**src/rtl/operand_load_fsm.sv**
```systemverilog
// Moore control FSM sequencing load-A, load-B and execute steps of a datapath,
// with an optional watchdog that traps to ERR when a step stalls too long.
module operand_load_fsm #(
  parameter int TIMEOUT = 0
) (
  input  logic       clk,
  input  logic       rst,
  input  logic       fimA,
  input  logic       fimB,
  input  logic       fimOp,
  output logic       habA,
  output logic       habB,
  output logic       habOp,
  output logic       done,
  output logic       err,
  output logic [2:0] state
);

  localparam logic [2:0] LOAD_A = 3'd0;
  localparam logic [2:0] LOAD_B = 3'd1;
  localparam logic [2:0] EXEC   = 3'd2;
  localparam logic [2:0] DONE   = 3'd3;
  localparam logic [2:0] ERR    = 3'd4;

  logic [2:0] state_q;
  logic [2:0] state_d;
  logic       trap;

  // Next-state selection; a completion flag always wins over a watchdog trap.
  always_comb begin
    state_d = state_q;
    case (state_q)
      LOAD_A: begin
        if (fimA)      state_d = LOAD_B;
        else if (trap) state_d = ERR;
      end
      LOAD_B: begin
        if (fimB)      state_d = EXEC;
        else if (trap) state_d = ERR;
      end
      EXEC: begin
        if (fimOp)     state_d = DONE;
        else if (trap) state_d = ERR;
      end
      DONE:    state_d = LOAD_A;
      ERR:     state_d = ERR;
      default: state_d = LOAD_A;
    endcase
  end

  // State register, forced back to LOAD_A the moment reset is asserted.
  always_ff @(posedge clk or negedge rst) begin
    if (!rst) state_q <= LOAD_A;
    else      state_q <= state_d;
  end

  generate
    if (TIMEOUT > 0) begin : g_watchdog
      localparam int CW = $clog2(TIMEOUT + 1);
      localparam logic [CW-1:0] LIMIT = CW'(TIMEOUT - 1);

      logic [CW-1:0] cnt_q;
      logic [CW-1:0] cnt_d;
      logic          stalled;

      // Count consecutive stalled edges; any state change restarts the count.
      always_comb begin
        cnt_d   = '0;
        trap    = 1'b0;
        stalled = ((state_q == LOAD_A) && !fimA) ||
                  ((state_q == LOAD_B) && !fimB) ||
                  ((state_q == EXEC)   && !fimOp);
        if (stalled) begin
          if (cnt_q == LIMIT) trap = 1'b1;
          else                cnt_d = cnt_q + 1'b1;
        end
      end

      // Watchdog counter register, cleared with the state on reset.
      always_ff @(posedge clk or negedge rst) begin
        if (!rst) cnt_q <= '0;
        else      cnt_q <= cnt_d;
      end
    end else begin : g_no_watchdog
      assign trap = 1'b0;
    end
  endgenerate

  assign habA  = (state_q == LOAD_A);
  assign habB  = (state_q == LOAD_B);
  assign habOp = (state_q == EXEC);
  assign done  = (state_q == DONE);
  assign err   = (state_q == ERR);
  assign state = state_q;

endmodule

```
**config.mk**
```make
export PLATFORM = sky130hd
export DESIGN_NAME = operand_load_fsm
export DESIGN_NICKNAME = d
export VERILOG_FILES = /design/src/rtl/operand_load_fsm.sv
export SDC_FILE = /design/constraint.sdc
export NUM_CORES = 1
export LEC_CHECK = 0
export CAP_MARGIN = 15
export CORE_AREA = 2 2 39 41
export CTS_CLUSTER_DIAMETER = 60
export DETAILED_ROUTE_END_ITERATION = 8
export DIE_AREA = 0 0 41 43
export PLACE_DENSITY = 0.41
export SYNTH_ARGS = -nofsm -noshare
export SYNTH_HDL_FRONTEND = slang
export SYNTH_SLANG_ARGS = --single-unit
```
**constraint.sdc**
```tcl
create_clock -name clk -period 1 [get_ports clk]
set_input_delay 0.1 -clock clk [delete_from_list [all_inputs] [get_ports clk]]
set_output_delay 0.1 -clock clk [all_outputs]
set_load 0.01 [all_outputs]
```
==> impl_metrics.ini, run 1 <==
[global_route]
gr-usage-all-layers_pct = 8.74
grt_pass1_wl_um = 979
grt_pass1_vias = 235
antenna_found_initial = 0
grt_max_degree = 7
grt_overflow = 0

[synthesis]
synth_cells = 18
synth_seq_area_share_pct = 40.8
synth_warnings = 0
syn-cell-area_sq_um = 184
avgSynthCellArea_sq_um = 10.2
syn_nets = 23
netlist_top_cells_area = dfrtp_1 (41%), nor3b_1 (16%), a211oi_2 (6.8%)
ys_types = 12
yosys.area.top_type = dfrtp_1
synth_top_area_share_pct = 40.8
ys_seq_elements = 3

[finish]
diodes = 0
fin_cells = 56
drive_above_1_share_pct = 67.5
syn2layout_area_growth_pct = 122
fin_area_sq_um = 409
largest_register_ff_count = 3
regArea_sq_um = 77.6
multi_input_area_sq_um = 120
num-fill-cells = 142
mostFrequentLayoutCells = buf_2 (7), buf_6 (5), clkdlybuf4s50_1 (4), buf_4 (4)
fin_nets = 46
mostFrequentLayoutCell = buf_2

[route]
first_pass_iters = 1
drt-wirelength-per-cell_um = 11.9
vias = 225
ant_nets = 0
avgViaCountPerCell = 4.02
routed_wl_um = 669
drt_iter0_markers = 0
drc = 0

[worst_setup_path]
cp_cell_sequence = buf_6 -> nor3_4 -> buf_2
r2r-end = state[0]$_DFFE_PN0P_
worstRegToRegCells = 3
cp-end-kind = primary output
cpPeakStageDelay_ns = 0.40
cp-start-kind = register
cp_max_fo = 3
path_class = register to primary output
arrival_ns = 1.10
slowest_stage = dfrtp_1
cp.required_ns = 0.90
worst_r2r_startpoint = state[1]$_DFFE_PN0P_
rrSetupSlack_ns = 0.05

[placed_design]
dp_hpwl_um = 460
globalplace.congestion = 0.585
place_inst = 48
dpl-instance-area_sq_um = 348
io_buffers = 12

[pwr]
peakVddDrop_uv = 1120
finalPower_w = 0.00115
p_leak_nw = 0.190
power_density_mw_per_mm2 = 2810

[sta]
post-route-min-period_ns = 1.20
slew_viol_final = 0
worst_slack_ns = -0.202
tightest_slew_ns = 0.158
grt_setup_unrepaired = yes
fmaxAchievable_mhz = 832
slew_headroom_pct = 89.1
worst_clock_skew_ns = 0.000168
finalCritPeriodShare_pct = 120
finalSetupViolations = 7
finalHoldViolCount = 0

[floorplan]
die_area_sq_mm = 0.00176
coreArea_sq_mm = 0.00138
initial_core_util_pct = 13.3
chipHeight_um = 43
fp-row-count = 14
io_pins = 13
die_w_um = 41

[clock_network]
path_clk_slew_ns = 0.04
cts_tree = built
h-tree-depth = 1
clock_path_buffers = 2
numCtsBuffers = 3
clk-insertion-delay-late_ns = 0.23
clock-sinks = 3
root_buffer = clkbuf_4

[worst_hold_path]
hp-class = input port to asynchronous set/reset pin

[run_status]
violations = negative setup slack
status = finished, violations left

[job]
maxCapViolations = 0
## what timing repair did
action / 4_1_cts / 5_1_grt
setup endpoints to repair: 9 / 9
gates resized for setup: 41 / 2
hold buffers: 0 / 0
buffers inserted: 4 / 0
pin swaps: 3 / 2
## per-layer routing
| layer | wire length (um) | share of wire, % | global-route usage (%) |
|---|---|---|---|
| met1 | 300 | 45 | 11.0 |
| met3 | 84 | 13 | 4.19 |
| met2 | 280 | 42 | 10.3 |
| met5 | 0 | 0 | 0 |
| met4 | 4 | 0.60 | 8.00 |
## stage by stage
step / hold WS (ns) / TNS, ns / utilization (%) / setup slack (ns)
after floorplan: -0.196 / 0 / - / 0.00806
after global placement: 0.302 / -2.20 / 25.1 / -0.349
after detailed placement: 0.311 / -2.26 / 25.1 / -0.384
after CTS: 0.0524 / -1.06 / 28.8 / -0.210
after global routing: 0.0615 / -1.27 / 29.6 / -0.245
final: 0.0580 / -0.969 / 29.6 / -0.202
## worst max-delay path by stage
stage                                    start   end  slack [ns]  cells after the start
final                     state[0]$_DFFE_PN0P_  habA       -0.20                      3
after detailed placement  state[0]$_DFFE_PN0P_  done       -0.38                      3
after floorplan           state[0]$_DFFE_PN0P_   err       0.008                      2
after CTS                 state[2]$_DFFE_PN0P_  done       -0.21                      3
after global routing      state[0]$_DFFE_PN0P_  habA       -0.25                      3
after global placement    state[0]$_DFFE_PN0P_  habB       -0.35                      3
## cells in the mapped netlist, drive strengths merged
cell type / n
nand3b: 1
nand2b: 1
o21a: 1
inv: 1
a211oi: 1
clkbuf: 1
nor3: 2
buf: 1
nor3b: 4
a21oi: 1
mux2i: 1
dfrtp: 3
## final cells by class
type                       count  share of cell area (%)
inverter                       1                   0.917
multi-input combinational     12                    29.4
sequential                     3                    19.0
timing repair buffer          20                    39.4
clock buffer                   4                    6.42
tap                           16                    4.89
## worst max-delay path: cells and delay by family, from the launching register on
family | cells | cell delay (ns)
flops | 1 | 0.40
buf+inv | 2 | 0.29
simple gates | 1 | 0.18
## cells by family after synthesis
family          Yosys count  share of synthesized area [%]
simple gates              8                           29.3
flops                     3                           40.8
compound gates            3                           13.6
mux                       1                           5.44
buf+inv                   3                           10.9
## report_power, final
| part | internal [W] | leakage (nW) | switching [W] |
|---|---|---|---|
| sequential | 0.000165 | 0.0353 | 0.0000371 |
| combinational | 0.000401 | 0.139 | 0.000327 |
| clock | 0.000150 | 0.0150 | 0.0000712 |
| total | 0.000716 | 0.190 | 0.000435 |
(Power assumes the default switching activity.)
==> run 2: changes to the inputs <==
--- a/config.mk
+++ b/config.mk
@@ -6,10 +6,10 @@
 export NUM_CORES = 1
 export LEC_CHECK = 0
 export CAP_MARGIN = 15
-export CORE_AREA = 2 2 39 41
+export CORE_AREA = 10 10 47 49
 export CTS_CLUSTER_DIAMETER = 60
 export DETAILED_ROUTE_END_ITERATION = 8
-export DIE_AREA = 0 0 41 43
+export DIE_AREA = 0 0 57 59
 export PLACE_DENSITY = 0.41
 export SYNTH_ARGS = -nofsm -noshare
 export SYNTH_HDL_FRONTEND = slang
==> impl_metrics.ini, run 2 (same netlist as run 1, synthesis figures left out) <==
[run_status]
status = finished, violations left
violations = negative setup slack

[sta]
finalSetupViolations = 9
worst_clock_skew_ns = 0.00160
finalSetupTns_ns = -1.41
hold-worst-slack_ns = 0.0597
grt_setup_unrepaired = yes
slew_viol_final = 0
worst_slack_ns = -0.213
post-route-min-period_ns = 1.21
slew_headroom_pct = 88.8
tightest_slew_ns = 0.164
finalHoldViolCount = 0
fmaxAchievable_mhz = 824
finalCritPeriodShare_pct = 121

[route]
vias = 248
routed_wl_um = 897
ant_nets = 0
drc = 0
drt_iter0_markers = 9
first_pass_iters = 4
drt-wirelength-per-cell_um = 15.0
avgViaCountPerCell = 4.13

[worst_setup_path]
path_class = register to primary output
slowest_stage = dfrtp_1
cp-end-kind = primary output
arrival_ns = 1.11
cp_cell_sequence = buf_4 -> nor3b_2 -> buf_2
worstRegToRegCells = 4
critPathTopFamily = flip-flops
cp_max_fo = 3
rrSetupSlack_ns = -0.11
worst_r2r_startpoint = state[1]$_DFFE_PN0P_
r2r-end = state[0]$_DFFE_PN0P_
crit_buf_inv = 2
cp-start-kind = register
cp.required_ns = 0.90
cpPeakStageDelay_ns = 0.40

[floorplan]
io_pins = 13
coreArea_sq_mm = 0.00140
initial_core_util_pct = 13.1
die_w_um = 57
chipHeight_um = 59
fp-row-count = 14
die_area_sq_mm = 0.00336

[finish]
syn2layout_area_growth_pct = 150
mostFrequentLayoutCell = buf_6
drive_above_1_share_pct = 75.0
fin_nets = 50
diodes = 0
mostFrequentLayoutCells = buf_6 (8), buf_4 (7), buf_2 (5), nor3b_2 (4), clkdlybuf4s50_1 (4)
largest_register_ff_count = 3
fin_area_sq_um = 460

[global_route]
grt_pass1_wl_mm = 1.46
antenna_found_initial = 0
grt_overflow = 0
grt_pass1_vias = 308
grt_max_degree = 7
gr-usage-all-layers_pct = 5.66

[clock_network]
cts_tree = built
numCtsBuffers = 3
h-tree-depth = 1
clock_path_buffers = 2
path_clk_slew_ns = 0.04
clk-insertion-delay-late_ns = 0.23
root_buffer = clkbuf_4
clock-sinks = 3

[pwr]
finalPower_w = 0.00129
p_leak_nw = 0.213
peakVddDrop_uv = 1420
power_density_mw_per_mm2 = 2800

[placed_design]
dp_hpwl_um = 537
dpl-instance-area_sq_um = 355
globalplace.congestion = 0.663
io_buffers = 12

[worst_hold_path]
hp-class = input port to asynchronous set/reset pin

[job]
maxCapViolations = 0
run 2: worst max-delay path by stage:
| stage | start | end | slack, ns | cells after the start |
|---|---|---|---|---|
| final | state[1]$_DFFE_PN0P_ | err | -0.21 | 3 |
| after global routing | state[1]$_DFFE_PN0P_ | err | -0.27 | 3 |
| after CTS | state[2]$_DFFE_PN0P_ | habOp | -0.20 | 3 |
| after detailed placement | state[0]$_DFFE_PN0P_ | habB | -0.36 | 3 |
| after global placement | state[0]$_DFFE_PN0P_ | done | -0.35 | 3 |
| after floorplan | state[0]$_DFFE_PN0P_ | err | 0.008 | 2 |
run 2: power breakdown:
part | switching, W | total, W | internal [W] | leakage, nW
combinational | 0.000360 | 0.000847 | 0.000487 | 0.163
clock | 0.0000694 | 0.000219 | 0.000150 | 0.0150
sequential | 0.0000577 | 0.000223 | 0.000166 | 0.0356
run 2: cell type report:
type	count	area [sq um]
Clock buffer	4	26.3
Fill cell	150	941
Timing Repair Buffer	24	208
Tap cell	16	20.0
Inverter	1	3.75
Multi-Input combinational cell	12	125
Sequential cell	3	77.6
run 2: per-layer routing:
metal	wire (um)	GRT usage, %
met5	0	0
met4	18	0.671
met3	117	5.79
met2	401	8.99
met1	359	5.22
run 2: repair_timing:
item                       4_1_cts  5_1_grt
buffers inserted                 8        3
hold buffers                     0        0
pin swaps                        4        3
setup endpoints to repair        9       11
resized for setup               46        5
run 2: stage by stage:
step	std cells	setup slack, ns	utilization, %
floorplan	18	0.00806	-
global placement	49	-0.349	25.4
detailed placement	49	-0.356	25.4
CTS	60	-0.198	32.1
global route	60	-0.268	32.9
finish	60	-0.213	32.9
